[src/rtl/pipe_reg_chain_if.sv]
// ============================================================================
// Module  : pipe_reg_chain_if
// Purpose : Handshake, control and status bundle for the pipeline register chain.
// Revision: 1.0
// ============================================================================
`default_nettype none

interface pipe_reg_chain_if #(
   parameter int WIDTH  = 64,
   parameter int STAGES = 4,
   parameter int CNT_W  = 32
);
   logic                      in_valid;
   logic [WIDTH-1:0]          in_data;
   logic                      in_ready;
   logic [STAGES-1:0]         stall;
   logic [STAGES-1:0]         flush;
   logic                      count_clr;
   logic [STAGES-1:0]         stage_valid;
   logic [STAGES*WIDTH-1:0]   stage_data;
   logic                      retire_valid;
   logic [CNT_W-1:0]          retire_count;
   logic [CNT_W-1:0]          stall_count;

   modport master (
      output in_valid, in_data, stall, flush, count_clr,
      input  in_ready, stage_valid, stage_data, retire_valid, retire_count, stall_count
   );

   modport slave (
      input  in_valid, in_data, stall, flush, count_clr,
      output in_ready, stage_valid, stage_data, retire_valid, retire_count, stall_count
   );
endinterface

`default_nettype wire

[src/rtl/pipe_reg_chain.sv]
// ============================================================================
// Module  : pipe_reg_chain
// Purpose : Stallable/flushable pipeline register chain with bubble collapse and
//           saturating retire/stall counters.
// Revision: 1.0
// ============================================================================
`default_nettype none

module pipe_reg_chain #(
   parameter int WIDTH  = 64,
   parameter int STAGES = 4,
   parameter int CNT_W  = 32
) (
   input  wire logic         clk,
   input  wire logic         rst,
   pipe_reg_chain_if.slave   bus
);

   logic [STAGES-1:0] valid_q, valid_d;
   logic [WIDTH-1:0]  data_q [STAGES];
   logic [WIDTH-1:0]  data_d [STAGES];
   logic [CNT_W-1:0]  retire_cnt_q, retire_cnt_d;
   logic [CNT_W-1:0]  stall_cnt_q, stall_cnt_d;

   logic [STAGES-1:0] w_ev, w_hold, w_up_valid;
   logic [WIDTH-1:0]  w_up_data [STAGES];
   logic              w_in_ready, w_retire;

   // Back-pressure walks from the tail; a bubble stage absorbs it.
   function automatic logic [STAGES-1:0] f_hold(input logic [STAGES-1:0] st,
                                                input logic [STAGES-1:0] ev);
      logic [STAGES-1:0] h;
      h = '0;
      h[STAGES-1] = st[STAGES-1];
      for (int i = STAGES - 2; i >= 0; i--) begin
         h[i] = st[i] | (ev[i] & h[i+1]);
      end
      return h;
   endfunction

   assign w_ev       = valid_q & ~bus.flush;
   assign w_hold     = f_hold(bus.stall, w_ev);
   assign w_in_ready = rst ? ~bus.stall[0] : ~w_hold[0];
   assign w_retire   = w_ev[STAGES-1] & ~w_hold[STAGES-1] & ~rst;

   generate
      for (genvar i = 0; i < STAGES; i++) begin : g_stage
         if (i == 0) begin : g_head
            assign w_up_valid[i] = bus.in_valid;
            assign w_up_data[i]  = bus.in_data;
         end else begin : g_body
            assign w_up_valid[i] = w_ev[i-1] & ~w_hold[i-1];
            assign w_up_data[i]  = data_q[i-1];
         end
         assign bus.stage_data[i*WIDTH +: WIDTH] = data_q[i];
      end
   endgenerate

   always_comb begin
      valid_d = '0;
      for (int i = 0; i < STAGES; i++) begin
         data_d[i]  = '0;
         valid_d[i] = w_hold[i] ? w_ev[i] : w_up_valid[i];
         if (valid_d[i]) begin
            data_d[i] = w_hold[i] ? data_q[i] : w_up_data[i];
         end
      end
   end

   always_comb begin
      retire_cnt_d = retire_cnt_q;
      stall_cnt_d  = stall_cnt_q;
      if (bus.count_clr) begin
         retire_cnt_d = '0;
         stall_cnt_d  = '0;
      end else begin
         if (w_retire && (retire_cnt_q != '1)) retire_cnt_d = retire_cnt_q + CNT_W'(1);
         if (!w_in_ready && (stall_cnt_q != '1)) stall_cnt_d = stall_cnt_q + CNT_W'(1);
      end
   end

   always_ff @(posedge clk) begin
      if (rst) begin
         valid_q      <= '0;
         retire_cnt_q <= '0;
         stall_cnt_q  <= '0;
         for (int i = 0; i < STAGES; i++) data_q[i] <= '0;
      end else begin
         valid_q      <= valid_d;
         retire_cnt_q <= retire_cnt_d;
         stall_cnt_q  <= stall_cnt_d;
         for (int i = 0; i < STAGES; i++) data_q[i] <= data_d[i];
      end
   end

   assign bus.in_ready     = w_in_ready;
   assign bus.stage_valid  = valid_q;
   assign bus.retire_valid = w_retire;
   assign bus.retire_count = retire_cnt_q;
   assign bus.stall_count  = stall_cnt_q;

endmodule

`default_nettype wire

[src/flat_wrapper.sv]
// flat-port wrapper written by rule: the top's interface ports become plain ports
module pipe_reg_chain_flat 
#(
   parameter int WIDTH  = 64,
   parameter int STAGES = 4,
   parameter int CNT_W  = 32
)
  (clk, rst, bus_in_valid, bus_in_data, bus_stall, bus_flush, bus_count_clr, bus_in_ready, bus_stage_valid, bus_stage_data, bus_retire_valid, bus_retire_count, bus_stall_count);
  pipe_reg_chain_if #(.WIDTH(WIDTH), .STAGES(STAGES), .CNT_W(CNT_W)) bus_i ();
  input  wire logic clk;
  input  wire logic rst;
  input wire logic [$bits(bus_i.in_valid)-1:0] bus_in_valid;
  input wire logic [$bits(bus_i.in_data)-1:0] bus_in_data;
  input wire logic [$bits(bus_i.stall)-1:0] bus_stall;
  input wire logic [$bits(bus_i.flush)-1:0] bus_flush;
  input wire logic [$bits(bus_i.count_clr)-1:0] bus_count_clr;
  output wire logic [$bits(bus_i.in_ready)-1:0] bus_in_ready;
  output wire logic [$bits(bus_i.stage_valid)-1:0] bus_stage_valid;
  output wire logic [$bits(bus_i.stage_data)-1:0] bus_stage_data;
  output wire logic [$bits(bus_i.retire_valid)-1:0] bus_retire_valid;
  output wire logic [$bits(bus_i.retire_count)-1:0] bus_retire_count;
  output wire logic [$bits(bus_i.stall_count)-1:0] bus_stall_count;
  assign bus_i.in_valid = bus_in_valid;
  assign bus_i.in_data = bus_in_data;
  assign bus_i.stall = bus_stall;
  assign bus_i.flush = bus_flush;
  assign bus_i.count_clr = bus_count_clr;
  assign bus_in_ready = bus_i.in_ready;
  assign bus_stage_valid = bus_i.stage_valid;
  assign bus_stage_data = bus_i.stage_data;
  assign bus_retire_valid = bus_i.retire_valid;
  assign bus_retire_count = bus_i.retire_count;
  assign bus_stall_count = bus_i.stall_count;
  pipe_reg_chain #(.WIDTH(WIDTH), .STAGES(STAGES), .CNT_W(CNT_W)) u_core (.clk(clk), .rst(rst), .bus(bus_i));
endmodule
[config.mk]
export PLATFORM = sky130hd
export DESIGN_NAME = pipe_reg_chain_flat
export DESIGN_NICKNAME = d
export VERILOG_FILES = /design/src/rtl/pipe_reg_chain_if.sv /design/src/rtl/pipe_reg_chain.sv /design/src/flat_wrapper.sv
export SDC_FILE = /design/constraint.sdc
export NUM_CORES = 1
export LEC_CHECK = 0
export ABC_CLOCK_PERIOD_IN_PS = 3100
export BUFFER_PORTS_ARGS = -buffer_cell sky130_fd_sc_hd__buf_2
export CORE_AREA = 2 2 158 160
export CTS_CLUSTER_DIAMETER = 40
export DETAILED_ROUTE_END_ITERATION = 12
export DIE_AREA = 0 0 160 162
export PLACE_DENSITY = 0.81
export SLEW_MARGIN = 40
export SYNTH_ARGS = -nofsm -noshare
export SYNTH_HDL_FRONTEND = slang
export SYNTH_SLANG_ARGS = --single-unit
[constraint.sdc]
create_clock -name clk -period 3.1 [get_ports clk]
set_input_delay 0.31 -clock clk [delete_from_list [all_inputs] [get_ports clk]]
set_output_delay 0.31 -clock clk [all_outputs]
set_load 0.02 [all_outputs]
==> results of run 1 <==
## cells by family (layout without fill, tap and decap cells)
family | count (synthesis) | in the layout | synth area share, %
AO/OA/AOI/OAI | 322 | 322 | 14.5
XOR/XNOR | 3 | 3 | 0.212
adder cells (fa/ha/maj) | 2 | 2 | 0.202
buffers and inverters | 110 | 510 | 3.56
flip-flops | 324 | 324 | 52.2
multiplexers | 70 | 70 | 5.65
other | 0 | 4 | 0
AND/OR/NAND/NOR | 659 | 659 | 23.7
## power by group
group | internal (mW) | switching [mW]
Combinational | 0.116 | 0.275
Sequential | 4.19 | 0.0178
Clock | 2.94 | 1.85
Total | 7.24 | 2.14
## layout by cell type, fill, tap and decap left out, drive strengths merged, types with 22 or more instances in the layout
cell	n
a21oi	240
buf	424
clkbuf	51
dfxtp	324
mux2i	69
nand2	424
nand3	24
nand4	22
nor2	79
o21ai	27
o31ai	22
or3	27
or4	26
## flip-flops by register name, indices dropped and copies added, names as in the netlist
register,cells
u_core.data_q,256
u_core.bus.retire_count,32
u_core.bus.stall_count,32
u_core.bus.stage_valid,4
## tightest hold or removal path, stage by stage
cell and delay (ps):
buf_2 100, nand2_1 40, a21oi_1 50
## layer usage
| layer | track usage (%) | part of all wire (%) |
|---|---|---|
| met5 | 0 | 0 |
| met4 | 15.9 | 5.1 |
| met3 | 6.23 | 8.1 |
| met2 | 48.1 | 48 |
| met1 | 36.1 | 39 |
## layout make-up
| class | count | area [um^2] |
|---|---|---|
| Fill cell | 2009 | 8010 |
| Sequential cell | 324 | 6490 |
| Multi-Input combinational cell | 1056 | 5550 |
| Antenna cell | 4 | 10.0 |
| Tap cell | 324 | 405 |
| Timing Repair Buffer | 424 | 2220 |
| Inverter | 12 | 45.0 |
| Clock buffer | 51 | 1130 |
| Clock inverter | 23 | 254 |
## Yosys cell counts (all sizes together), types with 2 or more instances
| library cell | instances | area (um^2) |
|---|---|---|
| a31oi | 2 | 12.5 |
| xnor2 | 2 | 17.5 |
| inv | 12 | 45.0 |
| and2 | 7 | 43.8 |
| ha | 2 | 25.0 |
| clkbuf | 69 | 259 |
| nand3 | 24 | 120 |
| a31o | 2 | 17.5 |
| and3 | 11 | 68.8 |
| or2 | 3 | 18.8 |
| o31a | 5 | 43.8 |
| a21o | 3 | 22.5 |
| o211a | 2 | 20.0 |
| or3 | 27 | 169 |
| nor4 | 11 | 83.8 |
| o311ai | 3 | 33.8 |
| o211ai | 4 | 30.0 |
| nor2 | 79 | 299 |
| nor2b | 4 | 25.0 |
| o41ai | 2 | 17.5 |
| or4 | 26 | 199 |
| nand2 | 424 | 1590 |
| and4 | 12 | 105 |
| o31ai | 22 | 179 |
| nor3 | 4 | 20.0 |
| nand4 | 22 | 138 |
| and3b | 2 | 17.5 |
| mux2i | 69 | 691 |
| dfxtp | 324 | 6490 |
| buf | 29 | 138 |
| a21oi | 240 | 1200 |
| o21a | 4 | 30.0 |
| o21ai | 27 | 135 |
## final timing paths
kind,startpoint,to,slack [ps],cells after the start
hold reg to reg,u_core.data_q[1][24]$_SDFFE_PP0N_,u_core.data_q[2][24]$_SDFFE_PP0N_,460,2
setup reg to reg,u_core.bus.retire_count[0]$_SDFFE_PP0P_,u_core.bus.retire_count[6]$_SDFFE_PP0P_,710,6
hold / removal,bus_in_data[42],u_core.data_q[0][42]$_SDFFE_PP0N_,20,3
setup / recovery,u_core.bus.retire_count[0]$_SDFFE_PP0P_,u_core.bus.retire_count[6]$_SDFFE_PP0P_,710,6
==> results.txt, run 1 <==
Clk_skew = 24.7 ps
Pre-CTS setup slack = 728 ps
Setup Buffers After CTS = 0
TritonCTS clock tree = yes
Outcome = finished clean
Max Cap Violations = 0
Max incr delay on CP = 540 ps
I/O pin count = 402
Final net count = 1937
Detailed Place HPWL = 27200 um
Syn nets = 1568
Die H = 162 um
Clk slew on worst S/H paths = 60 ps
Startpoint Class = flip-flop
Antenna violations before repair = 4
Yosys cell types = 54
Post-cts sizing count = 0
Max-slew headroom at the worst pin = 42.3%
Initial DRC count = 968
First-pass GRT wire length = 61500 um
Fraction of registers with async set/reset = 0%
DP Cell Count = 2140
Yosys reg bits = 324
Max-slew violation count = 0
Crit Path Max Fanout = 18
Worst-Margin Slew = 862 ps
PD cells = 583 mW/mm^2
Rows = 57
CP arrival = 2790 ps
Via density per instance = 5.53
Ys flop type = dfxtp_1
Setup ws final = 714 ps
Hold WC Path Type = in2reg
Number of synthesized flops with an enable pin = 0
Final Hold Fails = 0
Synth Instances = 1490
Required @ worst endpoint = 3500 ps
Gr usage total = 29.2%
Critical path capture point type = flip-flop
Sink Count = 324
Pleak = 6.74 nW
Cell Area, Placed = 0.0147 mm^2
Vias = 12300
Ys Warns = 0
Routed WL = 39500 um
Core Area = 0.0241 mm^2
Syn Std Cell Area = 0.0124 mm^2
RSZ-0062 raised after global routing = false
Synth-to-layout area growth = 29.6%
Hold WS = 16.9 ps
Root Buffer = clkbuf_16
Fmax = 0.419 GHz
Gr ovfl total = 0
Overall power = 9.38 mW
DR DRC count = 0
Min Clock Period, post-route = 2390 ps
Final standard cell count with taps included and fillers excluded = 2218
Maximum clock path buffer count = 3
Post-layout instance area = 0.0161 mm^2
CTS H-tree lvls = 2
Kind of cell adding the most delay to the critical path = compound AO/OA/AOI/OAI gates
Cts hold-fix bufs = 0
Antenna viol nets, final = 0
Later-pin clock latency in the skew report = 530 ps
Crit-path cells = ha_1 -> nand3_1 -> or4_4 -> o31ai_4 -> o311ai_0 -> o41ai_1
# setup viols final = 0
Utilization after layout = 66.8%
Crit Path Category = reg2reg
Initial core utilization = 51.5%
Mapped Avg Cell Area = 8.33 um^2
Number of global-route vias before repair = 11400
Gpl congestion = 0.899
Fin Setup TNS = 0 ps
First-pass detailed-route iteration total = 6
Layout cells sized above 1 = 27.2%
Die span in x = 160 um
CTS buffer count = 41
Worst Path Buf+Inv = 0
CP max-delay cell = o31ai_4
Routed wire per std cell = 17.8 um
Largest net degree at the start of global routing = 65
Die area = 0.0259 mm^2
Post-synthesis sequential area ratio = 52.2%
Worst VDD drop = 469 uV
Port buffer count = 401
Final worst-path cycle share = 77.0%
(Power assumes the default switching activity.)
==> run 2: changes to the inputs <==
ABC_CLOCK_PERIOD_IN_PS = 2450   (was 3100)
CORE_AREA = not set   (was 2 2 158 160)
CORE_MARGIN = 2   (was not set)
CORE_UTILIZATION = 51   (was not set)
DIE_AREA = not set   (was 0 0 160 162)
PLACE_DENSITY = 0.8   (was 0.81)
clock period = 2.45 ns   (was 3.1 ns; I/O delays follow)
==> results.txt, run 2 (synthesized netlist as in run 1, its figures left out) <==
Max reg flops = 256
Gpl congestion = 0.892
Post-cts sizing count = 0
TritonCTS clock tree = yes
Later-pin clock latency in the skew report = 520 ps
Antenna viol nets, final = 0
Synth-to-layout area growth = 36.3%
Number of global-route vias before repair = 12400
Die area = 0.0256 mm^2
I/O pin count = 402
Root Buffer = clkbuf_16
Most flops, register = u_core.data_q
Core Area = 0.0241 mm^2
Layout cells sized above 1 = 26.8%
Gr ovfl total = 0
Final worst-path cycle share = 94.3%
Initial core utilization = 51.5%
Commonest non-fill, non-tap cell in the layout = nand2_1
Max Cap Violations = 0
Clk network pwr share = 51.7%
Max-slew headroom at the worst pin = 49.0%
Sink Count = 324
CP arrival = 2060 ps
Hold WC Path Type = in2reg
Routed wire per std cell = 18.3 um
Clk_skew = 10.9 ps
Crit-path cells = nor2b_1 -> a31oi_1 -> nand2_1 -> inv_1 -> buf_2
Overall power = 12.3 mW
Antenna violations before repair = 3
First-pass GRT wire length = 66000 um
Max incr delay on CP = 470 ps
Vias = 12800
Clk slew on worst S/H paths = 60 ps
Startpoint Class = flip-flop
# setup viols final = 0
Required @ worst endpoint = 2200 ps
RSZ-0062 raised after global routing = false
Pleak = 7.11 nW
Part of the power in registers = 43.4%
Outcome = finished clean
Routed WL = 42000 um
Initial DRC count = 984
Die H = 160 um
Comb pwr share = 5.0%
Final net count = 2008
Crit Path Max Fanout = 7
Maximum clock path buffer count = 3
PD cells = 725 mW/mm^2
Final Hold Fails = 0
Fin Setup TNS = 0 ps
Max-slew violation count = 0
CTS H-tree lvls = 2
Min Clock Period, post-route = 2310 ps
Fmax = 0.433 GHz
Worst VDD drop = 587 uV
Gr usage total = 31.8%
Rows = 57
Switch Pwr = 2.78 mW
CP max-delay cell = nor2b_1
CTS buffer count = 42
Most frequent cells in the layout = nand2_1, buf_2, dfxtp_1
Crit Path Category = reg2out
Hold WS = 74.3 ps
Detailed Place HPWL = 26700 um
Fill cells = 1828
Internal power = 9.49 mW
Via density per instance = 5.60
First-pass detailed-route iteration total = 8
Worst-Margin Slew = 765 ps
Port buffer count = 401
DR DRC count = 0
Critical path capture point type = primary output
Die span in x = 160 um
Largest net degree at the start of global routing = 66
Switch share = 22.7%
[run 2: changes by cell type in the layout (fill, tap and decap cells not counted)]
cell	previous run	this run
or2_2	2	3
clkbuf_8	2	3
inv_6	3	6
a21o_1	0	1
clkbuf_1	6	3
dlygate4sd3_1	0	63
bufinv_16	4	6
buf_12	3	9
inv_8	1	0
a21o_2	3	2
diode_2	4	3
or2_4	1	0
buf_4	21	22
[run 2: final timing paths]
kind | slack [ps] | startpoint | to | cells past startpoint
worst max-delay path | 140 | u_core.bus.stage_valid[0]$_SDFF_PP0_ | bus_in_ready | 5
worst min-delay path | 70 | bus_in_data[2] | u_core.data_q[0][2]$_SDFFE_PP0N_ | 3
worst max register to register | 190 | u_core.bus.retire_count[0]$_SDFFE_PP0P_ | u_core.bus.retire_count[11]$_SDFFE_PP0P_ | 6
worst min register to register | 460 | u_core.data_q[1][28]$_SDFFE_PP0N_ | u_core.data_q[2][28]$_SDFFE_PP0N_ | 2
[run 2: repair_timing]
action | 4_1_cts | 5_1_grt
hold endpoints to repair | 63 | 0
setup endpoints to repair | 0 | 0
setup buffers | 0 | 0
hold buffers | 63 | 0
[run 2: worst max-delay path: cells and delay by family, from the launching register on]
| kind | cells | cell delay, ps |
|---|---|---|
| compound gates | 1 | 220 |
| buf+inv | 2 | 330 |
| flops | 1 | 360 |
| simple gates | 2 | 630 |
[run 2: area by class of cell]
| type | count | area, um^2 | area share [%] |
|---|---|---|---|
| clock inverters | 27 | 329 | 1.94 |
| multi-input cells | 1056 | 5540 | 32.8 |
| inverters | 12 | 45.0 | 0.266 |
| repair buffers | 494 | 2980 | 17.6 |
| diodes | 3 | 7.51 | 0.0444 |
| clock buffers | 49 | 1130 | 6.67 |
| flip-flops and latches | 324 | 6490 | 38.3 |
| well taps | 324 | 405 | 2.40 |
[run 2: routing by layer]
metal | wire length [um] | track usage (%) | share of wire [%]
met1 | 15500 | 37.2 | 37
met2 | 20600 | 53.8 | 49
met3 | 3260 | 6.57 | 7.8
met4 | 2650 | 19.2 | 6.3
met5 | 0 | 0 | 0
[run 2: power by group through the flow]
stage	clock network, mW	logic (mW)	registers [mW]
floorplan	0	0.251	5.46
global placement	0	0.504	5.43
detailed placement	0	0.509	5.43
CTS	6.42	0.591	5.32
global route	6.64	0.646	5.32
finish	6.34	0.609	5.32
[run 2: metrics by stage]
step / std cells / worst slack, ps / instance area [um^2] / utilization (%)
2_1_floorplan: 1490 / 320 / 12400 / -
3_3_place_gp: 2147 / 310 / 14800 / 61.5
3_5_place_dp: 2147 / 275 / 14800 / 61.5
4_1_cts: 2286 / 190 / 16900 / 70.2
5_1_grt: 2289 / 53.6 / 16900 / 70.2
6_report: 2289 / 141 / 16900 / 70.2
